File: config.mk
export PLATFORM = sky130hd
export DESIGN_NAME = seg_scan_ctrl
export DESIGN_NICKNAME = d
export VERILOG_FILES = /design/src/rtl/seg_scan_ctrl.sv
export SDC_FILE = /design/constraint.sdc
export NUM_CORES = 1
export LEC_CHECK = 0
export CAP_MARGIN = 20
export CORE_MARGIN = 4
export CORE_UTILIZATION = 30
export DETAILED_ROUTE_END_ITERATION = 7
export DONT_BUFFER_PORTS = 1
export GPL_ROUTABILITY_DRIVEN = 0
export PLACE_DENSITY = 0.56
export SETUP_SLACK_MARGIN = 0.2
export SYNTH_ARGS = -nofsm -noshare
export SYNTH_HDL_FRONTEND = slang
export SYNTH_SLANG_ARGS = --single-unit
File: constraint.sdc
create_clock -name i_clk -period 6.1 [get_ports i_clk]
set_clock_uncertainty 0.1 [all_clocks]
set_input_delay 1.83 -clock i_clk [delete_from_list [all_inputs] [get_ports i_clk]]
set_output_delay 1.83 -clock i_clk [all_outputs]
set_load 0.05 [all_outputs]
File: src/rtl/seg_scan_ctrl.sv
// Multiplexed scan controller for an N-digit common-anode seven-segment display.
// Double-buffered frame; new frames take effect only at frame boundaries.
module seg_scan_ctrl #(
    parameter int unsigned N_DIGITS       = 4,
    parameter int unsigned CLKS_PER_DIGIT = 50000,
    parameter int unsigned BLANK_CLKS     = 16
) (
    input  logic                        i_clk,
    input  logic                        i_rst,
    input  logic                        i_en,
    input  logic                        i_load,
    input  logic [5*N_DIGITS-1:0]       i_value,
    input  logic [N_DIGITS-1:0]         i_dp,
    output logic [6:0]                  o_seg,
    output logic                        o_decimal,
    output logic [N_DIGITS-1:0]         o_an,
    output logic [$clog2(N_DIGITS)-1:0] o_digit_idx,
    output logic                        o_frame,
    output logic                        o_pending
);

    localparam int unsigned TW = $clog2(CLKS_PER_DIGIT);
    localparam int unsigned IW = $clog2(N_DIGITS);

    localparam logic [TW-1:0]         LastTick   = TW'(CLKS_PER_DIGIT - 1);
    localparam logic [TW-1:0]         LastBlank  = TW'(BLANK_CLKS - 1);
    localparam logic [IW-1:0]         LastIdx    = IW'(N_DIGITS - 1);
    localparam logic [5*N_DIGITS-1:0] BlankFrame = {N_DIGITS{5'd31}};

    typedef enum logic [1:0] {StOff, StBlank, StOn} state_e;

    state_e                state_q, state_d;
    logic [TW-1:0]         timer_q, timer_d;
    logic [IW-1:0]         idx_q, idx_d;
    logic                  frame_q, frame_d;
    logic [5*N_DIGITS-1:0] active_q, active_d;
    logic [N_DIGITS-1:0]   active_dp_q, active_dp_d;
    logic [5*N_DIGITS-1:0] pend_val_q, pend_val_d;
    logic [N_DIGITS-1:0]   pend_dp_q, pend_dp_d;
    logic                  pending_q, pending_d;

    logic [4:0]            cur_code;
    logic                  cur_dp;

    function automatic logic [6:0] seg_decode(input logic [4:0] code);
        logic [6:0] seg;
        case (code)
            5'd0:    seg = 7'h40;
            5'd1:    seg = 7'h79;
            5'd2:    seg = 7'h24;
            5'd3:    seg = 7'h30;
            5'd4:    seg = 7'h19;
            5'd5:    seg = 7'h12;
            5'd6:    seg = 7'h02;
            5'd7:    seg = 7'h78;
            5'd8:    seg = 7'h00;
            5'd9:    seg = 7'h10;
            default: seg = 7'h7F;
        endcase
        return seg;
    endfunction

    always_comb begin
        state_d = state_q;
        timer_d = timer_q;
        idx_d   = idx_q;
        frame_d = 1'b0;
        if (!i_en) begin
            state_d = StOff;
            timer_d = '0;
            idx_d   = '0;
        end else begin
            unique case (state_q)
                StOff: begin
                    state_d = StBlank;
                    timer_d = '0;
                    idx_d   = '0;
                    frame_d = 1'b1;
                end
                StBlank: begin
                    timer_d = timer_q + 1'b1;
                    if (timer_q == LastBlank) state_d = StOn;
                end
                StOn: begin
                    if (timer_q == LastTick) begin
                        timer_d = '0;
                        state_d = StBlank;
                        if (idx_q == LastIdx) begin
                            idx_d   = '0;
                            frame_d = 1'b1;
                        end else begin
                            idx_d = idx_q + 1'b1;
                        end
                    end else begin
                        timer_d = timer_q + 1'b1;
                    end
                end
                default: begin
                    state_d = StOff;
                    timer_d = '0;
                    idx_d   = '0;
                end
            endcase
        end
    end

    // Buffers swap during the o_frame cycle, before digit 0 leaves BLANK,
    // so a load coinciding with o_frame lands straight in the new frame.
    always_comb begin
        active_d    = active_q;
        active_dp_d = active_dp_q;
        pend_val_d  = pend_val_q;
        pend_dp_d   = pend_dp_q;
        pending_d   = pending_q;
        if (frame_q) begin
            pending_d = 1'b0;
            if (i_load) begin
                active_d    = i_value;
                active_dp_d = i_dp;
            end else if (pending_q) begin
                active_d    = pend_val_q;
                active_dp_d = pend_dp_q;
            end
        end else if (i_load) begin
            pend_val_d = i_value;
            pend_dp_d  = i_dp;
            pending_d  = 1'b1;
        end
    end

    always_ff @(posedge i_clk or posedge i_rst) begin
        if (i_rst) begin
            state_q     <= StOff;
            timer_q     <= '0;
            idx_q       <= '0;
            frame_q     <= 1'b0;
            active_q    <= BlankFrame;
            active_dp_q <= '0;
            pend_val_q  <= BlankFrame;
            pend_dp_q   <= '0;
            pending_q   <= 1'b0;
        end else begin
            state_q     <= state_d;
            timer_q     <= timer_d;
            idx_q       <= idx_d;
            frame_q     <= frame_d;
            active_q    <= active_d;
            active_dp_q <= active_dp_d;
            pend_val_q  <= pend_val_d;
            pend_dp_q   <= pend_dp_d;
            pending_q   <= pending_d;
        end
    end

    assign cur_code = active_q[idx_q*5 +: 5];
    assign cur_dp   = active_dp_q[idx_q];

    always_comb begin
        o_seg     = 7'h7F;
        o_decimal = 1'b1;
        o_an      = '1;
        if (state_q == StOn) begin
            o_an[idx_q] = 1'b0;
            o_seg       = seg_decode(cur_code);
            o_decimal   = ~cur_dp;
        end
    end

    assign o_digit_idx = idx_q;
    assign o_frame     = frame_q;
    assign o_pending   = pending_q;

endmodule

* Yosys cells after proc, flatten, opt, wreduce, memory -nomap -nowiden *
Memories as Yosys holds them, arrays and structs flattened.
Index checks and enable logic that the tools add are counted.

cells by class
  shift-type cells = 1
  magnitude comparators = 2
  reductions and logical operators = 8
  $add $sub $neg = 2
  muxes and demuxes = 29
  bitwise logic cells = 3
  eq/ne operators = 8
  multiply operators = 1

operators with widths
  kind                   number
  $mux 20                2
  $mux 16                2
  $pmux 16 s2            1
  $shiftx 20x6->5        1
  $add 16x1->16 const B  1
  $eq 16x16->1 const B   1
  $eq 16x4->1 const B    1
  $mux 7                 2
  $mux 2                 6
  $mux 4                 3
  $mux 1                 8
  $reduce_and 2->1       4
  $ne 3x3->1 const B     2
  $pmux 2 s3             1
  $mul 2x3->5 const B    1
  $eq 2x2->1 const B     2
  $not 4->4              1
  $pmux 2 s2             1
  $reduce_bool 2->1      2
  $lt 2x3->1 const B     1
  $add 2x1->2 const B    1
  $bmux 1 s2             1
  $demux 1 s2            1
  $eq 2x1->1 const B     1
  6 further kinds        7

storage, ports and cells
  logic and storage cells = 64
  bits in read-only memories = 112
  register bits = 70
  input bits = 28
  memories kept = 1
  output and inout bits = 16

memory list
  memory            words  bits a word  read ports  clocked after memory_dff  wr ports  RTL line  RTL
  (name not given)  16     7            1           0                         0         47        case (code)

* Depth between registers and ports, before layout *
Gate-level depths: netlist of run 1.

  word-level depth = 6
  gate-level depth with buffers = 8
  gate-level depth less buffers = 6

* Least setup slack after synthesis of run 1 *
No wires, ideal clock.

  path kind = register to output
  from = reg idx_q[1] (netlist: o_digit_idx[1])
  to = out o_seg[0]
  data arrival time = 2.893 ns
  setup slack = 1.277 ns
  buffers on the path = 1
  cell stages (with the launch flop) = 8
  path through = dfrtp_1 -> buf_6 -> mux4_2 -> inv_2 -> ha_1 -> and2b_1 -> a21oi_1 -> o21ai_0

between the ends
  longest elaborated chain between the ends = 5

ends and longest elaborated chain
  what                      RTL line  RTL
  start: declaration        34        logic [IW-1:0] idx_q, idx_d;
  start signal: assignment  145       idx_q <= idx_d;
  $mul 2x3->5 (*)           155       assign cur_code = active_q[idx_q*5 +: 5];
  $shiftx 20x6->5 (*)       155
  $mem_v2 16x7              n/a
  $mux 7 (*)                47
  $mux 7 (*)                162       if (state_q == StOn) begin
  end: declaration          14        output logic [6:0] o_seg,

Mark *: on every way between the ends. The rest lies on a longest branch, timed or not.

* Worst setup path after layout of run 1 *
  from = reg idx_q[0] (netlist: o_digit_idx[0])
  to = out o_seg[0]

Same word-level chain as after synthesis.

==> flow_metrics.tcl, run 1 <==
set metrics [dict create \
    grt_max_degree 69 \
    wl_per_cell_um 15.5 \
    drive_gt1_frac 0.305 \
    dpl_cell_area_sq_mm 0.00377 \
    dr.pass1.iters 4 \
    syn_inst 328 \
    vias_per_cell 4.88 \
    antennaDiodeCount 0 \
    fin_crit_sh 0.801 \
    dp_hpwl_mm 5.36 \
    ys_ff_latch 70 \
    crit_required_ns 4.17 \
    syn_area_sq_mm 0.00366 \
    start_kind "flip-flop" \
    yosys_warnings 0 \
    clkTransAtPathRegs_ns 0.06 \
    grt_pass1_wl_mm 12.2 \
    rows 40 \
    ios 44 \
    status "complete, no violations" \
    grt_util_all_layers 0.111 \
    clkLatencyLatePin_ns 0.33 \
    initial_utilization 0.306 \
    nNetsFinal 368 \
    synth_commonest_cells "nand2_1 (43), dfstp_2 (40), dfrtp_1 (30)" \
    finish.instance_area_sq_mm 0.00408 \
    cp_data_arrival_time_ns 2.96 \
    post_cts_buffers 0 \
    syn_to_final_growth_pct 11.4 \
    wirelength_mm 7.43 \
    clockBufferDepth 2 \
    antenna_left 0 \
    dp_cells 462 \
    max_slew_margin 0.351 \
    drt_first_iter_violations 94 \
    fin_tns_setup_ns 0 \
    clock_sinks 70 \
    hold-worst-slack_ns 0.362 \
    cp_slowest_stage_delay_ns 0.94 \
    rsz0062_at_grt "no" \
    fp.dieH_um 119 \
    worstSetupEndpointType "output port" \
    layout_min_cycle_time_ns 4.89 \
    netlist_top_cells_area "dfstp_2 (29%), dfrtp_1 (20%), mux2_2 (7.7%), mux2i_1 (7.6%), ha_1 (4.8%)" \
    drv_cap 0 \
    synthArstFlopShare 1.00 \
    num_vias 2333 \
    globalRouteOverflowTotal 0 \
    hold_viol_final 0 \
    critPathKind "reg2out" \
    syn_avg_cell_area_sq_um 11.2 \
    synth_nets 370 \
    yosysSeqAreaShare 0.492 \
    cp_max_fo 12 \
    maxSlewViolCount 0 \
    setup_violations 0 \
    yosys.area.top_type "dfstp_2" \
    worstPathCellList "mux4_2 -> inv_2 -> ha_1 -> and2b_1 -> a21oi_1 -> o21ai_1" \
    synth_edf_count 0 \
    cts.repair.resized 0 \
    port_buffers 0 \
    fmax_mhz 205 \
    cp_top_family "flip-flops" \
    cts_tree "done" \
    power_density_mw_per_mm2 442 \
    p_leak_nw 1.69 \
    synth_ff_type "dfstp_2" \
    cts_root_buf "clkbuf_16" \
    remaining_drc_errors 0 \
    synth_top_area_frac 0.287 \
    final_cells 478 \
    tightest_slew_ns 0.966 \
    cpMaxStageDelayCell "dfrtp_1" \
    hp-class "reg2reg" \
    ir_drop_mv 0.158 \
    grt_antenna_before_repair 0 \
    grt_pass1_vias 2295 \
    postCtsHoldBufs 0 \
    cts.htree.levels 3 \
    cts_buffers 9 \
    dieArea_sq_mm 0.0140 \
    ys_types 42 \
    synth_most_common_cell "nand2_1" \
    coreArea_sq_mm 0.0120 \
    path_buf_inv 1 \
    die_w_um 119 \
]
## per-layer routing
layer / global-route usage / up-vias / routed length [um]
met5: 0 / - / 0
met3: 0.0536 / 10 / 620
met4: 0.0413 / 0 / 126
li1: - / 1133 / -
met1: 0.144 / 1143 / 3450
met2: 0.160 / 47 / 3230
## flip-flops by register name (all words and copies together) (netlist names)
register and count:
state_q 2, o_pending 1, pend_dp_q 4, active_q 20, pend_val_q 20, o_frame 1, active_dp_q 4, o_digit_idx 2
timer_q 16
## per-stage QoR
stage / power [mW] / worst slack, ns / util
2_1_floorplan: 1.18 / 1.28 / -
3_3_place_gp: 1.27 / 1.63 / 0.316
3_5_place_dp: 1.29 / 1.55 / 0.316
4_1_cts: 1.83 / 1.19 / 0.341
5_1_grt: 1.93 / 1.08 / 0.341
6_report: 1.80 / 1.21 / 0.341
## layout make-up
cell class,instances,area [sq um]
fill,1175,7880
sequential,70,1800
multi-input combinational,230,1720
clock buffer,11,253
tap,147,184
clock inverter,5,55.1
inverter,11,41.3
timing repair buffer,4,30.0
## kinds of logic (layout without fill, tap and decap cells)
family	count (synthesis)	in the layout	share of synthesized area
multiplexers	58	58	0.184
flip-flops	70	70	0.492
AO/OA/AOI/OAI	40	40	0.0594
AND/OR/NAND/NOR	103	103	0.140
buffers and inverters	28	31	0.0413
adder cells (fa/ha/maj)	14	14	0.0478
XOR/XNOR	15	15	0.0358
## power breakdown
group	internal [mW]	leakage (nW)	switching [mW]
registers	0.684	0.818	0.111
logic	0.197	0.722	0.278
clock network	0.338	0.152	0.194
total	1.22	1.69	0.583
## path summary, 6_finish.rpt
path / start / end / slack [ns] / cells after the start
setup / recovery: o_digit_idx[0]$_DFFE_PP0P_ / o_seg[0] / 1.21 / 6
hold / removal: timer_q[0]$_DFF_PP0_ / timer_q[0]$_DFF_PP0_ / 0.36 / 1
setup reg to reg: o_digit_idx[0]$_DFFE_PP0P_ / o_digit_idx[0]$_DFFE_PP0P_ / 4.11 / 3
hold reg to reg: timer_q[0]$_DFF_PP0_ / timer_q[0]$_DFF_PP0_ / 0.36 / 1
max in group asynchronous: i_rst / pend_dp_q[3]$_DFFE_PP0P_ / 3.74 / 2
min in group asynchronous: i_rst / timer_q[0]$_DFF_PP0_ / 1.13 / 1
## cells in the final DEF, fill, tap and decap left out, types with 4 or more instances in the layout
cell       netlist  routed
ha_1            14      14
nand4_1          4       4
mux2_2          25      25
nand3_1          8       8
nor2_1          29      29
nand2_1         43      43
mux2i_1         28      28
mux4_2           5       5
dfrtp_1         30      30
dfstp_2         40      40
o21ai_0         28      25
xnor2_1          8       8
xor2_1           7       7
o21ai_1          2       4
inv_1           10       9
a21oi_1          4       4
buf_4            0       4
clkbuf_16        0       9
Power figures use the tool's default switching activity.
==> inputs of run 2 (changes only) <==
Clock period 6.1 ns to 4.6 ns, I/O delays scaled along.
==> flow_metrics.tcl, run 2 (synthesis gave the netlist of run 1 again) <==
set metrics [dict create \
    status "complete, no violations" \
    worstSetupEndpointType "output port" \
    initial_utilization 0.306 \
    grt_pass1_vias 2371 \
    grt_pass1_wl_mm 12.1 \
    fin_crit_sh 0.838 \
    combPwrFrac 0.268 \
    clkPwrFrac 0.291 \
    drive_gt1_frac 0.315 \
    p_seq_frac 0.440 \
    cts.repair.resized 0 \
    final_cell_mix "nand2_1 (43), dfstp_2 (40), dfrtp_1 (30), nor2_1 (29), mux2i_1 (28)" \
    num_vias 2305 \
    antenna_left 0 \
    max_slew_margin 0.561 \
    critical_path_depth 5 \
    start_kind "flip-flop" \
    clkLatencyLatePin_ns 0.33 \
    cp_max_fo 12 \
    coreArea_sq_mm 0.0120 \
    clock_sinks 70 \
    largest_registers "active_q: 20 flops, pend_val_q: 20 flops, timer_q: 16 flops" \
    hold_path_depth 1 \
    rows 40 \
    crit_required_ns 3.12 \
    p_sw_frac 0.329 \
    grt_max_degree 54 \
    dp_hpwl_mm 5.34 \
    cp_top_family "multiplexers" \
    cts_tree "done" \
    cp_data_arrival_time_ns 2.37 \
    intPower_mw 1.60 \
    ios 44 \
    critPathKind "reg2out" \
    syn_to_final_growth_pct 12.6 \
    clockBufferDepth 2 \
    final_util 0.345 \
    drt_first_iter_violations 91 \
    clkTransAtPathRegs_ns 0.06 \
    fp.dieH_um 119 \
    power_density_mw_per_mm2 578 \
    cpMaxStageDelayCell "mux4_2" \
    grt_util_all_layers 0.107 \
    post_cts_buffers 0 \
    reg2reg_depth 6 \
    cp_slowest_stage_delay_ns 0.66 \
    fin_tns_setup_ns 0 \
    dieArea_sq_mm 0.0140 \
    hold-worst-slack_ns 0.372 \
    globalRouteOverflowTotal 0 \
    hp-class "reg2reg" \
    fmax_mhz 259 \
    rsz0062_at_grt "no" \
    worstPathCellList "buf_4 -> mux4_2 -> and2b_1 -> o21ai_1 -> nand2_1" \
    die_w_um 119 \
    path_buf_inv 1 \
    wl_per_cell_um 15.2 \
    maxSlewViolCount 0 \
    cts.htree.levels 3 \
    final_common_cell "nand2_1" \
    antennaDiodeCount 0 \
    ir_drop_mv 0.194 \
    drv_cap 0 \
    nNetsFinal 373 \
    setup_violations 0 \
    cts_buffers 9 \
    layout_min_cycle_time_ns 3.85 \
    grt_antenna_before_repair 0 \
    cts_root_buf "clkbuf_16" \
    wirelength_mm 7.34 \
    hold_viol_final 0 \
    p_switching_mw 0.785 \
    dr.pass1.iters 4 \
    vias_per_cell 4.77 \
    postCtsHoldBufs 0 \
    port_buffers 0 \
    p_leak_nw 1.71 \
    tightest_slew_ns 0.659 \
    remaining_drc_errors 0 \
]
[run 2: changes by cell type in the layout (fill, tap and decap cells not counted), sizes merged]
cell | previous run | this run
buf | 4 | 9
inv | 13 | 15
clkbuf | 11 | 9
[run 2: power groups by stage]
stage                     logic, mW  registers, mW  clock network (mW)
after floorplan               0.560           1.01                   0
after global placement        0.625           1.06                   0
after detailed placement      0.645           1.06                   0
after CTS                     0.646           1.05               0.714
after global routing          0.722           1.08               0.742
final                         0.641           1.05               0.695
[run 2: cell type report]
type                    instances  area (sq um)
flip-flops and latches         70          1800
multi-input cells             230          1720
fillers                      1185          7830
well taps                     147           184
clock buffers                   9           225
inverters                      11          41.3
clock inverters                 7          77.6
repair buffers                  9          80.1
[run 2: worst paths after layout]
kind	from	endpoint	slack, ns
hold / removal	timer_q[0]$_DFF_PP0_	timer_q[0]$_DFF_PP0_	0.37
setup / recovery	o_digit_idx[1]$_DFFE_PP0P_	o_seg[3]	0.75
setup reg to reg	timer_q[0]$_DFF_PP0_	timer_q[3]$_DFF_PP0_	2.73
max in group asynchronous	i_rst	active_q[0]$_DFFE_PP1P_	3.11
hold reg to reg	timer_q[0]$_DFF_PP0_	timer_q[0]$_DFF_PP0_	0.37
min in group asynchronous	i_rst	pend_dp_q[0]$_DFFE_PP0P_	0.74
[run 2: per-stage QoR]
stage | power [mW] | area (sq um) | instances | setup WS (ns)
global route | 2.54 | 4130 | 483 | 0.625
finish | 2.39 | 4130 | 483 | 0.745
floorplan | 1.57 | 3660 | 328 | 0.227
detailed placement | 1.71 | 3800 | 466 | 1.08
global placement | 1.69 | 3800 | 466 | 1.13
CTS | 2.41 | 4110 | 482 | 0.728
[run 2: metal layers]
metal  track usage  share of wire  up-vias
met1         0.140           0.47     1113
li1              -              -     1140
met2         0.161           0.45       48
met4        0.0348          0.011        0
met3        0.0459          0.076        4
met5             0              0        -
==> inputs of run 3 (changes only) <==
Settings changed: PLACE_DENSITY 0.56 to 0.57.
Clock period 4.6 ns to 3.5 ns, I/O delays scaled along.
==> flow_metrics.tcl, run 3 (synthesis gave the netlist of run 1 again) <==
set metrics [dict create \
    reg2reg_depth 3 \
    ir_drop_mv 0.268 \
    drt_first_iter_violations 131 \
    clock_sinks 70 \
    final_cell_mix "nand2_1 (43), dfstp_2 (40), nor2_1 (29), mux2i_1 (28), dfrtp_1 (28)" \
    clkPwrFrac 0.282 \
    setup_violations 0 \
    grt_max_degree 49 \
    coreArea_sq_mm 0.0120 \
    layout_min_cycle_time_ns 3.29 \
    fill_cells 1198 \
    clockBufferDepth 2 \
    final_common_cell "nand2_1" \
    wirelength_mm 7.49 \
    hold-worst-slack_ns 0.367 \
    fp.dieH_um 119 \
    multi_input_area_sq_mm 0.00178 \
    p_switching_mw 1.08 \
    port_buffers 0 \
    globalRouteOverflowTotal 0 \
    worstSetupEndpointType "output port" \
    reg2reg_from "o_frame$_DFF_PP0_" \
    grt_antenna_before_repair 0 \
    min_to "timer_q[0]$_DFF_PP0_" \
    combPwrFrac 0.296 \
    drive_gt1_frac 0.365 \
    p_sw_frac 0.330 \
    intPower_mw 2.19 \
    rsz0062_at_grt "yes" \
    cts_buffers 9 \
    initial_utilization 0.306 \
    vias_per_cell 4.84 \
    r2r_slack_ns 1.62 \
    crit_required_ns 2.35 \
    start_kind "flip-flop" \
    hold_path_depth 1 \
    clkTransAtPathRegs_ns 0.05 \
    regArea_sq_mm 0.00180 \
    drv_cap 0 \
    hold_viol_final 0 \
    syn_to_final_growth_pct 16.7 \
    maxSlewViolCount 0 \
    dieArea_sq_mm 0.0140 \
    power_density_mw_per_mm2 765 \
    status "complete, no violations" \
    antennaDiodeCount 0 \
    p_seq_frac 0.423 \
    total_power_mw 3.27 \
    cp_data_arrival_time_ns 2.14 \
    grt_pass1_vias 2432 \
    grt_pass1_wl_mm 12.4 \
    dp_hpwl_mm 5.41 \
    die_w_um 119 \
    wl_per_cell_um 15.3 \
    r2r-end "pend_dp_q[2]$_DFFE_PP0P_" \
    antenna_left 0 \
    p_leak_nw 1.77 \
    num_vias 2366 \
    ios 44 \
    dr.pass1.iters 5 \
    critPathKind "reg2out" \
    grt_util_all_layers 0.110 \
    cts.htree.levels 3 \
    hp-class "reg2reg" \
    max_slew_margin 0.598 \
    rows 40 \
    cts_root_buf "clkbuf_16" \
    fin_crit_sh 0.940 \
    tightest_slew_ns 0.603 \
    remaining_drc_errors 0 \
    nNetsFinal 379 \
    cts_tree "done" \
    cp_max_fo 4 \
    largest_registers "active_q: 20 flops, pend_val_q: 20 flops, timer_q: 16 flops" \
    fmax_mhz 304 \
    min_from "timer_q[0]$_DFF_PP0_" \
    clkLatencyLatePin_ns 0.33 \
    fin_tns_setup_ns 0 \
]
-- run 3: how the worst max path moves through the flow --
| stage | startpoint | to | slack (ns) | cells past startpoint |
|---|---|---|---|---|
| finish | o_digit_idx[1]$_DFFE_PP0P_ | o_seg[0] | 0.21 | 7 |
| global route | o_digit_idx[1]$_DFFE_PP0P_ | o_seg[0] | 0.12 | 7 |
| CTS | o_digit_idx[1]$_DFFE_PP0P_ | o_seg[3] | 0.21 | 7 |
| detailed placement | o_digit_idx[1]$_DFFE_PP0P_ | o_seg[4] | 0.48 | 6 |
| global placement | o_digit_idx[1]$_DFFE_PP0P_ | o_seg[4] | 0.54 | 5 |
| floorplan | o_digit_idx[0]$_DFFE_PP0P_ | o_seg[1] | 0.23 | 5 |
-- run 3: layer usage --
| layer | part of all wire | vias up | global-route usage |
|---|---|---|---|
| li1 | - | 1157 | - |
| met3 | 0.067 | 8 | 0.0397 |
| met1 | 0.46 | 1162 | 0.144 |
| met2 | 0.46 | 39 | 0.166 |
| met5 | 0 | - | 0 |
| met4 | 0.015 | 0 | 0.0434 |
-- run 3: critical path: stages (launching register included) --
cell and delay, ns:
dfrtp_2 0.41, mux4_2 0.59, inv_4 0.12, ha_4 0.12, and2b_1 0.16, a21oi_2 0.05
o21ai_2 0.19, buf_12 0.16
-- run 3: power groups by stage --
stage,sequential (mW),clock (mW),combinational (mW)
floorplan,1.32,0,0.755
global placement,1.40,0,0.871
detailed placement,1.40,0,0.891
CTS,1.39,0.945,0.911
global route,1.42,0.986,1.08
finish,1.38,0.921,0.967
-- run 3: through the flow --
| stage | worst slack, ns | util | instance area (sq um) | cells |
|---|---|---|---|---|
| after global routing | 0.125 | 0.358 | 4280 | 489 |
| after CTS | 0.208 | 0.353 | 4220 | 488 |
| final | 0.211 | 0.358 | 4280 | 489 |
| after global placement | 0.545 | 0.326 | 3900 | 471 |
| after detailed placement | 0.477 | 0.326 | 3900 | 471 |
| after floorplan | 0.233 | - | 3680 | 328 |
-- run 3: layout make-up --
cell class	instances	share of cell area
inverters	11	0.0102
repair buffers	15	0.0377
well taps	147	0.0430
multi-input cells	230	0.416
flip-flops and latches	70	0.422
clock inverters	6	0.0158
clock buffers	10	0.0559
-- run 3: timing repair --
action | in CTS | in global routing
hold buffers | 0 | 0
endpoints found under the setup margin | 6 | 7
resized for setup | 4 | 10
pin swaps | 1 | 3
buffers inserted | 1 | 1
